`config.mk`:
```
export PLATFORM = sky130hd
export DESIGN_NAME = avmm_data_arbiter
export DESIGN_NICKNAME = d
export VERILOG_FILES = /design/src/rtl/avmm_data_arbiter.sv
export SDC_FILE = /design/constraint.sdc
export NUM_CORES = 1
export LEC_CHECK = 0
export ABC_AREA = 1
export ABC_CLOCK_PERIOD_IN_PS = 2800
export CAP_MARGIN = 10
export CORE_UTILIZATION = 35
export DETAILED_ROUTE_END_ITERATION = 8
export MAX_ROUTING_LAYER = met4
export PLACE_DENSITY = 0.9
export SYNTH_ARGS = -nofsm -noshare
export SYNTH_HDL_FRONTEND = slang
export SYNTH_SLANG_ARGS = --single-unit
export TNS_END_PERCENT = 100
```
`constraint.sdc`:
```
create_clock -name clock -period 2.8 [get_ports clock]
set_input_delay 0.56 -clock clock [delete_from_list [all_inputs] [get_ports clock]]
set_output_delay 0.56 -clock clock [all_outputs]
set_load 0.05 [all_outputs]
```
`src/rtl/avmm_data_arbiter.sv`:
```
// Two-requester Avalon-MM data-port arbiter: round-robin command grant, write-burst
// lock, and an in-order pending-read FIFO that steers returning read beats.
module avmm_data_arbiter #(
  parameter int ADDR_W   = 16,
  parameter int DATA_W   = 32,
  parameter int BURST_W  = 4,
  parameter int MAX_PEND = 4
) (
  input  logic                 clock,
  input  logic                 reset,
  input  logic [2*ADDR_W-1:0]  rq_addr,
  input  logic [1:0]           rq_read,
  input  logic [1:0]           rq_write,
  input  logic [2*DATA_W-1:0]  rq_writedata,
  input  logic [2*BURST_W-1:0] rq_burstcount,
  output logic [1:0]           rq_waitrequest,
  output logic [DATA_W-1:0]    rq_readdata,
  output logic [1:0]           rq_readdatavalid,
  output logic [ADDR_W-1:0]    s_addr,
  output logic                 s_read,
  output logic                 s_write,
  output logic [DATA_W-1:0]    s_writedata,
  output logic [BURST_W-1:0]   s_burstcount,
  input  logic                 s_waitrequest,
  input  logic [DATA_W-1:0]    s_readdata,
  input  logic                 s_readdatavalid,
  output logic                 err
);

  localparam int PTR_W = $clog2(MAX_PEND);
  localparam int CNT_W = $clog2(MAX_PEND + 1);

  typedef enum logic [1:0] {IDLE, CMD, WBURST} state_t;

  function automatic logic [BURST_W-1:0] norm_bc(input logic [BURST_W-1:0] bc);
    return (bc == '0) ? BURST_W'(1) : bc;
  endfunction

  state_t               state, state_nxt;
  logic                 grant, grant_nxt;
  logic                 prio_one, prio_one_nxt;   // 1: requester 1 wins a tie
  logic [BURST_W-1:0]   wlen, wlen_nxt;
  logic [BURST_W-1:0]   wcnt, wcnt_nxt;
  logic [BURST_W-1:0]   rbeat, rbeat_nxt;

  logic                 fifo_id  [MAX_PEND];
  logic [BURST_W-1:0]   fifo_len [MAX_PEND];
  logic [PTR_W-1:0]     wr_ptr, rd_ptr;
  logic [CNT_W-1:0]     fifo_cnt;
  logic                 fifo_full, fifo_empty;
  logic                 push, pop;
  logic                 proto_err, spurious;

  logic [1:0]           eligible;
  logic                 pick;
  logic [ADDR_W-1:0]    g_addr;
  logic [DATA_W-1:0]    g_wdata;
  logic [BURST_W-1:0]   g_bc;
  logic                 g_read, g_write;
  logic                 head_id;
  logic [BURST_W-1:0]   head_len;

  assign fifo_full  = (fifo_cnt == CNT_W'(MAX_PEND));
  assign fifo_empty = (fifo_cnt == '0);
  assign head_id    = fifo_id[rd_ptr];
  assign head_len   = fifo_len[rd_ptr];

  assign g_addr  = grant ? rq_addr[2*ADDR_W-1:ADDR_W]        : rq_addr[ADDR_W-1:0];
  assign g_wdata = grant ? rq_writedata[2*DATA_W-1:DATA_W]   : rq_writedata[DATA_W-1:0];
  assign g_bc    = grant ? rq_burstcount[2*BURST_W-1:BURST_W] : rq_burstcount[BURST_W-1:0];
  assign g_read  = rq_read[grant];
  assign g_write = rq_write[grant];

  assign rq_readdata = s_readdata;

  // A read-and-write request is treated as a read, so it obeys the FIFO-full block.
  always_comb begin
    for (int r = 0; r < 2; r++)
      eligible[r] = rq_read[r] ? !fifo_full : rq_write[r];
    pick = (&eligible) ? prio_one : eligible[1];
  end

  // NOTE: every output and next-state value gets a default before the case so no latch is inferred.
  always_comb begin
    state_nxt      = state;
    grant_nxt      = grant;
    prio_one_nxt   = prio_one;
    wlen_nxt       = wlen;
    wcnt_nxt       = wcnt;
    rq_waitrequest = 2'b11;
    s_read         = 1'b0;
    s_write        = 1'b0;
    s_addr         = g_addr;
    s_writedata    = g_wdata;
    s_burstcount   = g_bc;
    push           = 1'b0;
    proto_err      = 1'b0;

    unique case (state)
      IDLE: begin
        if (|eligible) begin
          grant_nxt    = pick;
          prio_one_nxt = ~pick;
          state_nxt    = CMD;
        end
      end
      CMD: begin
        rq_waitrequest[grant] = s_waitrequest;
        s_read    = g_read;
        s_write   = g_write & ~g_read;
        proto_err = g_read & g_write;
        if (g_read && !s_waitrequest) begin
          push      = 1'b1;
          state_nxt = IDLE;
        end else if (s_write && !s_waitrequest) begin
          if (norm_bc(g_bc) == BURST_W'(1)) begin
            state_nxt = IDLE;
          end else begin
            wlen_nxt  = norm_bc(g_bc);
            wcnt_nxt  = BURST_W'(1);
            state_nxt = WBURST;
          end
        end else if (!g_read && !g_write) begin
          state_nxt = IDLE;   // requester withdrew before acceptance
        end
      end
      WBURST: begin
        rq_waitrequest[grant] = s_waitrequest;
        s_write   = g_write;
        proto_err = g_read & g_write;
        if (g_write && !s_waitrequest) begin
          wcnt_nxt = wcnt + BURST_W'(1);
          if (wcnt + BURST_W'(1) == wlen) begin
            wcnt_nxt  = '0;
            state_nxt = IDLE;
          end
        end
      end
      default: state_nxt = IDLE;
    endcase
  end

  // Read return path: zero-latency steering to the FIFO head's owner.
  always_comb begin
    rq_readdatavalid = 2'b00;
    rbeat_nxt        = rbeat;
    pop              = 1'b0;
    spurious         = 1'b0;
    if (s_readdatavalid) begin
      if (fifo_empty) begin
        spurious = 1'b1;
      end else begin
        rq_readdatavalid[head_id] = 1'b1;
        if (rbeat + BURST_W'(1) == head_len) begin
          pop       = 1'b1;
          rbeat_nxt = '0;
        end else begin
          rbeat_nxt = rbeat + BURST_W'(1);
        end
      end
    end
  end

  // NOTE: all sequential state uses non-blocking assignments so every register samples pre-edge values.
  always_ff @(posedge clock) begin
    if (reset) begin
      state    <= IDLE;
      grant    <= 1'b0;
      prio_one <= 1'b0;
      wlen     <= '0;
      wcnt     <= '0;
      rbeat    <= '0;
      wr_ptr   <= '0;
      rd_ptr   <= '0;
      fifo_cnt <= '0;
      err      <= 1'b0;
    end else begin
      state    <= state_nxt;
      grant    <= grant_nxt;
      prio_one <= prio_one_nxt;
      wlen     <= wlen_nxt;
      wcnt     <= wcnt_nxt;
      rbeat    <= rbeat_nxt;
      if (push) wr_ptr <= wr_ptr + PTR_W'(1);
      if (pop)  rd_ptr <= rd_ptr + PTR_W'(1);
      unique case ({push, pop})
        2'b10:   fifo_cnt <= fifo_cnt + CNT_W'(1);
        2'b01:   fifo_cnt <= fifo_cnt - CNT_W'(1);
        default: fifo_cnt <= fifo_cnt;
      endcase
      err <= err | proto_err | spurious;
    end
  end

  // NOTE: FIFO storage is not reset; the reset occupancy count makes stale entries unreachable.
  always_ff @(posedge clock) begin
    if (push) begin
      fifo_id[wr_ptr]  <= grant;
      fifo_len[wr_ptr] <= norm_bc(g_bc);
    end
  end

endmodule
```
==> results of run 1 <==
## flip-flops by register name (all words and copies together), names as in the netlist, named ones only
| name | count |
|---|---|
| fifo_len | 16 |
| fifo_id | 4 |
| rbeat | 4 |
| wcnt | 4 |
| wlen | 4 |
| fifo_cnt | 3 |
| rd_ptr | 2 |
| state | 2 |
| wr_ptr | 2 |
| err | 1 |
| grant | 1 |
| prio_one | 1 |
## through the flow
stage	setup TNS, ns	area, um2	setup slack, ns	power, W
after floorplan	0	3220	0.0662	0.00164
after CTS	0	4900	0.209	0.00249
after global routing	0	4900	0.0292	0.00260
after global placement	0	4790	0.0218	0.00200
after detailed placement	-0.0677	4790	-0.0677	0.00201
final	0	4900	0.240	0.00249
## metal layers
metal	share of wire, %	vias to the layer above
li1	-	1812
met1	39	1593
met2	53	149
met3	6.9	18
met4	2.0	0
met5	0	-
## power by group
| group | switching (W) | leakage [nW] | internal, W | total (W) |
|---|---|---|---|---|
| clock | 0.000224 | 0.0557 | 0.000267 | 0.000491 |
| sequential | 0.0000177 | 0.392 | 0.000735 | 0.000752 |
| combinational | 0.000806 | 1.83 | 0.000441 | 0.00125 |
## layout make-up
type	count	area (um2)	share of cell area, %
multi-input cells	357	1610	32.8
clock buffers	6	72.6	1.48
clock inverters	2	36.3	0.741
flip-flops and latches	46	1120	22.9
inverters	51	191	3.91
repair buffers	180	1730	35.4
well taps	108	135	2.76
## how the worst min path moves through the flow
stage,end,slack [ns],depth (start not counted)
6_report,prio_one,0.49,2
5_1_grt,prio_one,0.49,2
4_1_cts,prio_one,0.48,2
3_5_place_dp,prio_one,0.47,2
3_3_place_gp,prio_one,0.45,2
2_1_floorplan,prio_one,0.44,2
## cells in the final DEF, fill, tap and decap left out, drive strengths merged
cell type      Yosys  layout
a211oi             1       1
a21oi             22      22
a32oi              1       1
and2               1       1
buf               34      68
bufinv             0       1
clkbuf            12       6
clkdlybuf4s50      0     112
dfxtp             26      26
edfxtp            20      20
fa                 1       1
ha                10      10
inv               51      52
nand2            225     225
nand3             28      28
nand4              4       4
nor2              34      34
nor3               3       3
o21a               1       1
o21ai             19      19
o21bai             2       2
or2                2       2
xnor2              1       1
xor2               2       2
## worst max-delay path, cell delays in order
cell             delay (ns)
clkdlybuf4s50_1        0.50
inv_1                  0.06
nor2_1                 0.17
nand3_1                0.17
nor2_2                 0.18
ha_1                   0.16
inv_1                  0.07
fa_1                   0.40
a21oi_1                0.17
o21ai_0                0.12
o21ai_0                0.15
a21oi_1                0.05
## kinds of logic after synthesis
family	synth area share [%]
XOR/XNOR	0.816
AND/OR/NAND/NOR	37.0
flip-flops	34.8
buffers and inverters	15.3
adder cells (fa/ha/maj)	4.51
AO/OA/AOI/OAI	7.58
## what timing repair did
| item | 4_1_cts | 5_1_grt |
|---|---|---|
| hold buffers | 0 | 0 |
| gates resized for setup | 0 | 1 |
| endpoints found under the setup margin | 0 | 1 |
==> metrics.yaml, run 1 <==
status: "finished, violations left"
violations: "DRC"
clock-root-buffer: "clkbuf_8"
syn_to_final_growth_pct: 52.1
ios: 235
cts_num_sinks: 46
tightestPinTransition_ns: 0.567
r2r_slack_ns: 0.31
use_met1_pct: 22.3
grt_pass1_vias: 3518
drc_errors: 3
clockBufferDepth: 2
hold_violations: 0
drv_cap: 0
synth_nets: 655
yosysUniqueCellTypes: 29
vias: 3572
synth_warnings: 0
grt_util_all_layers_pct: 21.8
cp-endpoint: "fifo_cnt[2]"
met3_usage_pct: 6.01
worstPathRequired_ns: 3.00
place.gp.congestion: 1.01
dp.cells: 742
holdWs_ns: 0.485
seq_area_frac_synth_pct: 34.8
syn_area_um2: 3220
async_reset_ff_share_pct: 0
die_area_um2: 9590
reg2reg_depth: 16
clk_pin_slew_ns: 0.09
die_w_um: 97.9
grt_start_max_net_pins: 53
maxSlewHeadroom_pct: 62.1
synthTopCellsByArea: "nand2_1 (26%), edfxtp_1 (19%), dfxtp_1 (16%)"
dp_hpwl_um: 8410
fin_skew_ns: 0.00551
post-synth-top-count-cell: "nand2_1"
fmax_mhz: 391
finalCritPeriodShare_pct: 91.4
synth-edff-count: 20
drive_gt1_share_pct: 13.7
synth_area_leader_cell: "nand2_1"
grt_overflow: 0
antenna_cells: 0
synthCells: 500
cts_buffers: 5
cts_tree: "yes"
rr_endpoint: "fifo_cnt[2]"
antenna_found_initial: 0
setup_viol: 0
initial_utilization_pct: 36.6
yosys_most_used_dff: "dfxtp_1"
min_path_type: "register to register"
die_h_um: 97.9
rows: 34
critical_path.startpoint_type: "input pin"
r2r_start: "rbeat[0]"
grt_pass1_wl_um: 16300
wl_um: 10300
startpoint: "s_readdatavalid"
hold_start: "prio_one"
use_met2_pct: 40.4
top_usage_layer: "met2"
rsz0062_at_grt: "no"
clock_latency_ns: 0.30
vias_per_cell: 4.76
ys_ff_latch: 46
port_buffers: 170
post_cts_buffers: 0
nets: 796
synth.avg_cell_area_um2: 6.44
post_drt_wl_per_cell_um: 13.7
fin_util_pct: 55.6
power_leakage_nw: 2.28
setup.worst_path.class: "input pin to register"
fillers: 766
drtAntennaViolNets: 0
slew_violations: 0
crit_fanout: 4
cp.arrival_ns: 2.76
yosysTopAreaCellShare_pct: 25.8
vdd_drop_max_mv: 0.257
power-per-cell-area_nw_per_um2: 509
htreeDepth: 2
instances_no_fill: 750
cp-end-kind: "register"
coreArea_um2: 8810
finalCriticalPeriod_ns: 2.56
synth_common_cells: "nand2_1 (221), inv_1 (48), buf_4 (32), nor2_1 (32), nand3_1 (28)"
drt_first_pass_iters: 6
drtIter0Drc: 157
No activity file was read; power rests on OpenSTA's default activity.
==> run 2, diff against run 1 <==
--- a/config.mk
+++ b/config.mk
@@ -9,6 +9,7 @@
 export ABC_CLOCK_PERIOD_IN_PS = 2800
 export CAP_MARGIN = 10
 export CORE_UTILIZATION = 35
+export CTS_CLUSTER_SIZE = 14
 export DETAILED_ROUTE_END_ITERATION = 8
 export MAX_ROUTING_LAYER = met4
 export PLACE_DENSITY = 0.9
==> results of run 2 <==
No change in the layout: final DEF, timing and power equal those of run 1.
==> run 3, diff against run 2 <==
--- a/config.mk
+++ b/config.mk
@@ -8,11 +8,13 @@
 export ABC_AREA = 1
 export ABC_CLOCK_PERIOD_IN_PS = 2800
 export CAP_MARGIN = 10
-export CORE_UTILIZATION = 35
+export CELL_PAD_IN_SITES_DETAIL_PLACEMENT = 0
+export CELL_PAD_IN_SITES_GLOBAL_PLACEMENT = 1
+export CORE_UTILIZATION = 22
 export CTS_CLUSTER_SIZE = 14
 export DETAILED_ROUTE_END_ITERATION = 8
 export MAX_ROUTING_LAYER = met4
-export PLACE_DENSITY = 0.9
+export PLACE_DENSITY = 0.89
 export SYNTH_ARGS = -nofsm -noshare
 export SYNTH_HDL_FRONTEND = slang
 export SYNTH_SLANG_ARGS = --single-unit
==> metrics.yaml, run 3 <==
synth_common_cells: "nand2_1 (221), inv_1 (48), buf_4 (32), nor2_1 (32), nand3_1 (28)"
dp.cells: 814  # +9.7%
synth.avg_cell_area_um2: 6.44  # unchanged
synth_warnings: 0  # unchanged
syn_area_um2: 3220  # unchanged
port_buffers: 170  # unchanged
synth_nets: 655  # unchanged
antenna_found_initial: 0  # unchanged
grt_overflow: 0  # unchanged
clockBufferDepth: 2  # unchanged
die_h_um: 123  # +26%
synth-edff-count: 20  # unchanged
synthCells: 500  # unchanged
synthTopCellsByArea: "nand2_1 (26%), edfxtp_1 (19%), dfxtp_1 (16%)"
grt_start_max_net_pins: 46  # -13%
cts_num_sinks: 46  # unchanged
async_reset_ff_share_pct: 0  # unchanged
status: "stopped before the end"
initial_utilization_pct: 22.8  # -14 points
place.gp.congestion: 0.771  # -24%
crit_endpoint: "s_burstcount[0]"
die_w_um: 123  # +26%
post_cts_buffers: 0  # unchanged
synth_area_leader_cell: "nand2_1"
ys_ff_latch: 46  # unchanged
endpoint_type: "top-level output"
yosys_most_used_dff: "dfxtp_1"
grt_pass1_vias: 3370  # -4.2%
preCtsSetupSlack_ns: 0.0961  # +0.164 ns
seq_area_frac_synth_pct: 34.8  # unchanged
htreeDepth: 2  # unchanged
error: "[ERROR DRT-0255] Maze Route cannot find path of net s_readdata[9] in worker of routeBox ( 96600 0 ) ( 122990 48300 )."
yosysTopAreaCellShare_pct: 25.8  # unchanged
post-synth-top-count-cell: "nand2_1"
dp_hpwl_um: 8520  # +1.4%
yosysUniqueCellTypes: 29  # unchanged
clock-root-buffer: "clkbuf_16"
cts_buffers: 5  # unchanged
rows: 43  # +26%
grt_pass1_wl_um: 16200  # -0.89%
ios: 235  # unchanged
grt_util_all_layers_pct: 14.2  # -7.6 points
lastStage: "5_2_route"
-- run 3: metal layers --
metal and global-route usage (%):
met1 15.0, met2 26.8, met3 2.49, met4 4.59
met5 -
-- run 3: what timing repair did --
item                                    in CTS  in global routing
gates resized for setup                      0                  1
hold buffers                                 0                  0
endpoints found under the setup margin       0                  1
-- run 3: kinds of logic after synthesis --
logic type | share of synthesized area, %
flops | 34.8
fa+ha+maj | 4.51
buf+inv | 15.3
xor+xnor | 0.816
compound gates | 7.58
simple gates | 37.0
-- run 3: stage by stage --
stage                     instance area [um2]  utilization (%)
after global placement                   5480             38.9
after CTS                                5640             40.0
after floorplan                          3220                -
after detailed placement                 5480             38.9
after global routing                     5640             40.0
==> run 4, diff against run 3 <==
==> config.mk (replaced) <==
export PLATFORM = sky130hd
export DESIGN_NAME = avmm_data_arbiter
export DESIGN_NICKNAME = d
export VERILOG_FILES = /design/src/rtl/avmm_data_arbiter.sv
export SDC_FILE = /design/constraint.sdc
export NUM_CORES = 1
export LEC_CHECK = 0
export ABC_AREA = 1
export ABC_CLOCK_PERIOD_IN_PS = 2800
export CAP_MARGIN = 10
export CORE_UTILIZATION = 35
export DETAILED_ROUTE_END_ITERATION = 8
export PLACE_DENSITY_LB_ADDON = 0.15
export SYNTH_ARGS = -nofsm -noshare
export SYNTH_HDL_FRONTEND = slang
export SYNTH_SLANG_ARGS = --single-unit
export TNS_END_PERCENT = 100
==> metrics.yaml, run 4 (synthesis results as in run 1) <==
instances_no_fill: 750
post_drt_wl_per_cell_um: 15.0
drv_cap: 0
wl_met1_um: 4070
routed.top_layer: "met5"
power_leakage_nw: 2.51
wl_met3_um: 1120
violations: "DRC"
dr_wl_met2_um: 5850
htreeDepth: 2  # unchanged
crit_fanout: 4
grt_pass1_vias: 3508  # +4.1%
final_area_um2: 5530
finalCriticalPeriod_ns: 2.50
vdd_drop_max_mv: 0.214
die_w_um: 97.9  # -20%
drtAntennaViolNets: 0
antenna_cells: 0
wl_um: 11200
ff_latch_area_um2: 1120
cp-end-kind: "register"
drtIter0Drc: 78
setup-tns-final_ns: 0
die_area_um2: 9590
min_path_type: "register to register"
grt_start_max_net_pins: 51  # +11%
vias: 3563
drt_first_pass_iters: 7
worstPathRequired_ns: 2.98
preCtsSetupSlack_ns: 0.00351  # -0.0926 ns
clock-root-buffer: "clkbuf_8"
grt_pass1_wl_um: 17200  # +6.7%
tightestPinTransition_ns: 0.484
cp_num_cells: 12
clockBufferDepth: 2  # unchanged
status: "finished, violations left"
place.gp.congestion: 0.885  # +15%
vias_per_cell: 4.75
hold_violations: 0
mostFrequentLayoutCells: "nand2_1 (221), clkdlybuf4s50_1 (112), buf_12 (56), inv_1 (48), nor2_1 (32)"
setup.worst_path.class: "input pin to register"
cts_tree: "yes"
initial_utilization_pct: 36.6  # +14 points
slowest_stage: "clkdlybuf4s50_1"
layout_commonest_cell: "nand2_1"
grt_util_all_layers_pct: 23.3  # +9.0 points
path_cells: "clkdlybuf4s50_1 -> inv_1 -> nor2_1 -> nand3_1 -> nor2_2 -> ha_1 -> inv_1 -> fa_1 -> a21oi_1 -> o21ai_0 -> o21ai_0 -> a21oi_1"
regMostFlops: "fifo_len"
fillers: 776
antenna_found_initial: 0  # unchanged
coreArea_um2: 8810
critical_path.startpoint_type: "input pin"
cts_buffers: 5  # unchanged
rows: 34  # -21%
holdWs_ns: 0.475
min_path_cells: 2
die_h_um: 97.9  # -20%
multi_input_area_um2: 1610
cp_top_family: "buffers and inverters"
dp.cells: 742  # -8.8%
post_cts_buffers: 0  # unchanged
power-per-cell-area_nw_per_um2: 528
cp.arrival_ns: 2.68
critPathBufInv: 3
maxSlewHeadroom_pct: 67.4
nets: 796
largest_register_ffs: 16
cts_num_sinks: 46  # unchanged
setup_viol: 0
dp_hpwl_um: 9670  # +13%
ios: 235  # unchanged
reg2reg_depth: 16
placed_area_um2: 5390  # -1.6%
clk_pin_slew_ns: 0.08
drive_gt1_share_pct: 13.9
fmax_mhz: 401
slowest_delay_ns: 0.50
syn_to_final_growth_pct: 71.6
grt_overflow: 0  # unchanged
rsz0062_at_grt: "no"
finalCritPeriodShare_pct: 89.1
fin_skew_ns: 0.00495
slew_violations: 0
fin_ws_ns: 0.304
clock_latency_ns: 0.30
drc_errors: 2
port_buffers: 170  # unchanged
[run 4: report_power, final]
| group | internal (W) | leakage, nW | total, W | switching (W) |
|---|---|---|---|---|
| registers | 0.000735 | 0.392 | 0.000755 | 0.0000202 |
| clock network | 0.000358 | 0.0683 | 0.000586 | 0.000228 |
| logic | 0.000708 | 2.04 | 0.00158 | 0.000871 |
| total | 0.00180 | 2.51 | 0.00292 | 0.00112 |
[run 4: worst paths after layout]
path	start	endpoint	slack, ns
setup / recovery	s_readdatavalid	fifo_cnt[2]	0.30
hold reg to reg	prio_one	prio_one	0.47
hold / removal	prio_one	prio_one	0.47
setup reg to reg	rbeat[0]	fifo_cnt[2]	0.33
[run 4: layer usage]
layer  GRT usage (%)  vias up
met3            10.2       13
li1                -     1808
met5            5.13        -
met4            5.36        2
met2            43.9      132
met1            22.8     1608
[run 4: layout make-up]
class,count,share of cell area [%]
flip-flops and latches,46,20.3
clock inverters,3,1.25
well taps,108,2.45
repair buffers,180,42.2
clock buffers,5,1.25
multi-input cells,357,29.1
inverters,51,3.46
[run 4: worst min-delay path, cell delays in order, from the launching register on]
cell,delay (ns)
dfxtp_1,0.32
nand2_1,0.06
a21oi_1,0.05
[run 4: what timing repair did]
item / CTS / global route
gates resized for setup: 0 / 1
endpoints found under the setup margin: 0 / 1
hold buffers: 0 / 0
[run 4: metrics by stage]
step | util [%] | total power [W]
after floorplan | - | 0.00164
after global placement | 61.2 | 0.00235
after detailed placement | 61.2 | 0.00236
after CTS | 62.7 | 0.00294
after global routing | 62.8 | 0.00304
final | 62.8 | 0.00292
==> edit 1, RTL diff (settings of run 2) <==
Set the parameter `ADDR_W` to 18 (it was 16).
--- a/src/rtl/avmm_data_arbiter.sv
+++ b/src/rtl/avmm_data_arbiter.sv
@@ -2,5 +2,5 @@
 // lock, and an in-order pending-read FIFO that steers returning read beats.
 module avmm_data_arbiter #(
-  parameter int ADDR_W   = 16,
+  parameter int ADDR_W   = 18,
   parameter int DATA_W   = 32,
   parameter int BURST_W  = 4,
Interface: changed (resized rq_addr and s_addr); port bits go from 235 to 241. The function was not compared with the original's and may differ.
==> edit 1 against run 2 <==
  * Critical path depth decreased by 8
  * Setup slack better by 0.065 ns
  * Sequential cell count is the same
  * Routed wire length rose by 4.1%
  * Final cell count did not move
  * Worst hold slack got worse by 0.012 ns
  * Synthesized area up 1.7%
  * Final area rose by 14%
  * Largest cell class unchanged
Power is not compared: it rests on default switching activity, and its combinational part moved more than twofold at a synthesized area within 25%.
==> edit 1: results (changes against run 2) <==
\begin{tabular}{lr}
\hline
Metric & Value \\
\hline
\multicolumn{2}{l}{\textbf{Run status}} \\
Result of the run & completed \\
\multicolumn{2}{l}{\textbf{Synth}} \\
Seq/Total Area, Yosys & 34.2\% (-0.59 points) \\
Synth top cells by count & sky130\_fd\_sc\_hd\_\_nand2\_1 (219), sky130\_fd\_sc\_hd\_\_inv\_1 (38), sky130\_fd\_sc\_hd\_\_nor2\_1 (38) \\
Post-synth net total & 656 (+0.15\%) \\
Synth cell types & 33 (+14\%) \\
Synthesized instance count & 497 (-0.60\%) \\
Top cells by area, synth & sky130\_fd\_sc\_hd\_\_nand2\_1 (25\%), sky130\_fd\_sc\_hd\_\_edfxtp\_1 (18\%), sky130\_fd\_sc\_hd\_\_dfxtp\_1 (16\%), sky130\_fd\_sc\_hd\_\_buf\_4 (7.6\%), sky130\_fd\_sc\_hd\_\_inv\_1 (4.4\%) \\
\multicolumn{2}{l}{\textbf{Global routing}} \\
Maximum number of pins on one net before global-route repair & 58 (+9.4\%) \\
Global routing usage summed across all routing layers & 23.4\% (+1.6 points) \\
Vias in the first global route & 3909 (+11\%) \\
\multicolumn{2}{l}{\textbf{Drt}} \\
Total wirelength of the detailed-routed design & 10700 um (+4.1\%) \\
TritonRoute pass-1 iters & 4 (-2) \\
DRC marker count from the first detailed-route iteration & 124 (-21\%) \\
Number of vias per cell after detailed routing & 4.87 (+2.2\%) \\
Post-DR wirelength/cell & 14.3 um (+4.1\%) \\
\multicolumn{2}{l}{\textbf{Worst setup path}} \\
CP startpoint & grant \\
Maximum fanout encountered on the critical timing path & 57 (+53) \\
Arrival time of data at the critical path endpoint & 1.93 ns (-0.83 ns) \\
Startpoint of the worst register-to-register path & rbeat[1] \\
\multicolumn{2}{l}{\textbf{Finish}} \\
Number of combinational gates with multiple inputs & 364 (+2.0\%) \\
Clock buf/inv share & 1.48\% (-0.74 points) \\
Area Growth Syn to Fin & 70.5\% \\
Signal buf overhead & 42.9\% (+7.6 points) \\
Largest Register & fifo\_len \\
Signal buffers & 184 (+2.2\%) \\
Number of filler instances in the final layout & 701 (-8.5\%) \\
Layout cells sized above 1 & 15.0\% (+1.2 points) \\
Fraction of standard cell area in multi-input logic & 30.4\% (-2.4 points) \\
Total Nets Final & 800 (+0.50\%) \\
\multicolumn{2}{l}{\textbf{Clocking}} \\
Root Buffer Master & sky130\_fd\_sc\_hd\_\_clkbuf\_8 \\
\multicolumn{2}{l}{\textbf{Placed design}} \\
HPWL Detailed & 8920 um (+6.1\%) \\
Gp weighted congestion & 0.887 (-12\%) \\
Port-buffer cells & 176 (+3.5\%) \\
Post-detailed-placement cell area & 5500 sq um (+15\%) \\
\multicolumn{2}{l}{\textbf{STA}} \\
Worst-margin pin slew & 0.562 ns (-0.00451 ns) \\
Worst hold-check slack & 0.473 ns (-0.0123 ns) \\
Largest clock skew in the final design & 0.0106 ns (+0.00512 ns) \\
Highest attainable clock frequency & 401 MHz (+2.6\%) \\
\multicolumn{2}{l}{\textbf{Power}} \\
Post-layout power & just over 5000 uW \\
\hline
\end{tabular}
## edit 1: changes by cell type after synthesis, sizes merged, moves of 2 or more
cell | before | now
nor2 | 34 | 41
nand3 | 28 | 21
nand2 | 225 | 228
or2 | 2 | 4
o21bai | 2 | 0
a21oi | 22 | 20
inv | 51 | 40
xor2 | 2 | 5
## edit 1: path summary, 6_finish.rpt
check                                        to  cells past startpoint
worst max-delay path            s_burstcount[1]                      4
worst min-delay path                   prio_one                      2
worst max register to register      fifo_cnt[2]                     12
worst min register to register         prio_one                      2
## edit 1: metal layers
metal / wire length (um) / part of all wire, % / track usage, %
met2: 5340 / 50 / 41.5
met5: 0 / 0 / -
met1: 4040 / 38 / 23.7
met4: 417 / 3.9 / 10.2
met3: 894 / 8.4 / 7.16
## edit 1: cells by family (layout without fill, tap and decap cells)
family | after synthesis | count (layout) | share of synthesized area [%]
AO/OA/AOI/OAI | 44 | 44 | 7.79
flip-flops | 46 | 46 | 34.2
XOR/XNOR | 6 | 6 | 1.60
AND/OR/NAND/NOR | 303 | 303 | 37.9
adder cells (fa/ha/maj) | 11 | 11 | 4.43
buffers and inverters | 87 | 232 | 14.0
## edit 1: worst max-delay path, stage by stage, from the launching register on
cell and delay, ns:
sky130_fd_sc_hd__dfxtp_2 0.44, sky130_fd_sc_hd__buf_4 0.50, sky130_fd_sc_hd__o21ai_1 0.26, sky130_fd_sc_hd__inv_1 0.24, sky130_fd_sc_hd__buf_12 0.17
## edit 1: where the power goes
part | leakage [uW] | switching (uW) | internal [uW]
combinational | 0.00212 | 2280 | 1620
clock | 0.0000450 | 218 | 173
sequential | 0.000393 | 68.5 | 809
==> edit 2, RTL diff (flow settings as in run 2) <==
Without the edit above. Encoding of `state_t`: now one-hot (3 bits for 3 states).
--- a/src/rtl/avmm_data_arbiter.sv
+++ b/src/rtl/avmm_data_arbiter.sv
@@ -31,5 +31,5 @@
   localparam int CNT_W = $clog2(MAX_PEND + 1);
 
-  typedef enum logic [1:0] {IDLE, CMD, WBURST} state_t;
+  typedef enum logic [2:0] {IDLE = 3'b001, CMD = 3'b010, WBURST = 3'b100} state_t;
 
   function automatic logic [BURST_W-1:0] norm_bc(input logic [BURST_W-1:0] bc);
Function: no difference found for any inputs over 4 cycles, from zero or initial values and one cycle with reset high; so few cycles prove little.
==> edit 2 against run 2 <==
  * Synthesized cell count down 0.80%
  * Critical path type is now in -> out
  * Setup slack got worse by 0.016 ns
  * Synthesized area up 3.1%
  * Routed wire length shrank 2.0%
  * Total power rose by 16%
  * Final area grew 14%
  * Highest routed layer unchanged
  * Sequential cell count rose by 1
  * Sequential share of layout area decreased by 2.4 points
  * Critical path depth shrank 6
  * Maximum frequency decreased by 0.61%
==> edit 2: results (changes against run 2) <==
\begin{tabular}{lr}
\hline
Metric & Value \\
\hline
\multicolumn{2}{l}{\textbf{Synth}} \\
Synth cell types & 36 (+24\%) \\
Synthesized flop and latch total & 47 (+2.2\%) \\
Seq/Total Area, Yosys & 34.4\% (-0.45 points) \\
Post-synth net total & 648 (-1.1\%) \\
Top cells by area, synth & sky130\_fd\_sc\_hd\_\_nand2\_1 (25\%), sky130\_fd\_sc\_hd\_\_edfxtp\_1 (18\%), sky130\_fd\_sc\_hd\_\_dfxtp\_1 (16\%), sky130\_fd\_sc\_hd\_\_buf\_4 (7.2\%), sky130\_fd\_sc\_hd\_\_inv\_1 (5.1\%) \\
Synth top cells by count & sky130\_fd\_sc\_hd\_\_nand2\_1 (221), sky130\_fd\_sc\_hd\_\_inv\_1 (45), sky130\_fd\_sc\_hd\_\_buf\_4 (32) \\
\multicolumn{2}{l}{\textbf{Worst setup path}} \\
Maximum fanout encountered on the critical timing path & 3 (-1) \\
Arrival time of data at the critical path endpoint & 2.02 ns (-0.74 ns) \\
CP startpoint & rq\_read[0] \\
\multicolumn{2}{l}{\textbf{Drt}} \\
DRC marker count from the first detailed-route iteration & 119 (-24\%) \\
TritonRoute pass-1 iters & 5 (-1) \\
Post-DR wirelength/cell & 13.4 um (-1.9\%) \\
Met2 wire len & 5240 um (-2.9\%) \\
Met1 Routed Length & 3630 um (-8.5\%) \\
Number of vias per cell after detailed routing & 4.80 (+0.75\%) \\
\multicolumn{2}{l}{\textbf{Clocking}} \\
Root Buffer Master & sky130\_fd\_sc\_hd\_\_clkbuf\_8 \\
Clock-pin slew reported for the worst setup and hold paths after clock tree synthesis & 0.08 ns \\
\multicolumn{2}{l}{\textbf{STA}} \\
Largest clock skew in the final design & 0.0112 ns (+0.00571 ns) \\
Normalized max-slew margin & 51.1\% (-11 points) \\
\multicolumn{2}{l}{\textbf{Finish}} \\
Total Nets Final & 789 (-0.88\%) \\
Layout cells sized above 1 & 16.9\% (+3.2 points) \\
\multicolumn{2}{l}{\textbf{Global routing}} \\
Vias in the first global route & 3614 (+2.7\%) \\
Global routing usage summed across all routing layers & 21.6\% (-0.28 points) \\
Maximum number of pins on one net before global-route repair & 52 (-1.9\%) \\
\multicolumn{2}{l}{\textbf{Hold path}} \\
Hold path startpoint & wlen[3] \\
\multicolumn{2}{l}{\textbf{Power}} \\
Static leakage power & 0.00252 uW (+10\%) \\
Max rail drop VDD & 305 uV (+19\%) \\
\multicolumn{2}{l}{\textbf{Placed design}} \\
HPWL Detailed & 8590 um (+2.2\%) \\
Gp weighted congestion & 0.978 (-3.1\%) \\
Port-buffer cells & 170 (unchanged) \\
DP Worst Slack & 0.0763 ns (+0.144 ns) \\
\multicolumn{2}{l}{\textbf{Run status}} \\
Result of the run & completed \\
\hline
\end{tabular}
-- edit 2: repair_timing --
action / CTS / global route
resized for setup: 0 / 2
setup endpoints to repair: 0 / 1
setup buffers: 0 / 0
hold endpoints to repair: 0 / 0
-- edit 2: power by group --
group          internal [uW]  switching, uW
sequential               746           39.2
combinational            733            896
clock                    267            216
total                   1750           1150
-- edit 2: through the flow --
stage               instance area, sq um  std cells  util, %  hold WS [ns]
floorplan                           3320        496        -         0.444
global placement                    5460        741     59.4         0.464
detailed placement                  5460        741     59.4         0.470
CTS                                 5570        749     60.6         0.490
global route                        5570        749     60.6         0.530
finish                              5570        749     60.6         0.498
-- edit 2: metal layers --
metal	up-vias	global-route usage, %
met2	178	39.4
li1	1795	-
met3	33	6.04
met1	1588	20.7
met5	-	-
met4	0	11.1
-- edit 2: kinds of logic after synthesis --
family / after synthesis / synth area share, %
AO/OA/AOI/OAI: 42 / 7.50
XOR/XNOR: 8 / 2.11
adder cells (fa/ha/maj): 8 / 3.24
buffers and inverters: 100 / 15.3
flip-flops: 47 / 34.4
multiplexers: 1 / 0.301
AND/OR/NAND/NOR: 290 / 37.2
-- edit 2: worst max-delay path, stage by stage --
cell	delay, ns
sky130_fd_sc_hd__clkdlybuf4s50_1	0.45
sky130_fd_sc_hd__inv_1	0.12
sky130_fd_sc_hd__o21ai_2	0.07
sky130_fd_sc_hd__buf_4	0.18
sky130_fd_sc_hd__a211oi_1	0.43
sky130_fd_sc_hd__buf_12	0.20
-- edit 2: path summary, 6_finish.rpt --
check,cells past startpoint,endpoint,slack (ns)
min reg2reg,2,wlen[3],0.50
max,6,s_write,0.22
max reg2reg,15,fifo_cnt[2],0.35
min,2,wlen[3],0.50
-- edit 2: area by class of cell --
class,count,area (sq um)
fillers,764,3620
flip-flops and latches,47,1140
clock inverters,1,30.0
well taps,111,139
inverters,54,203
multi-input cells,349,1670
repair buffers,180,2310
clock buffers,7,76.3
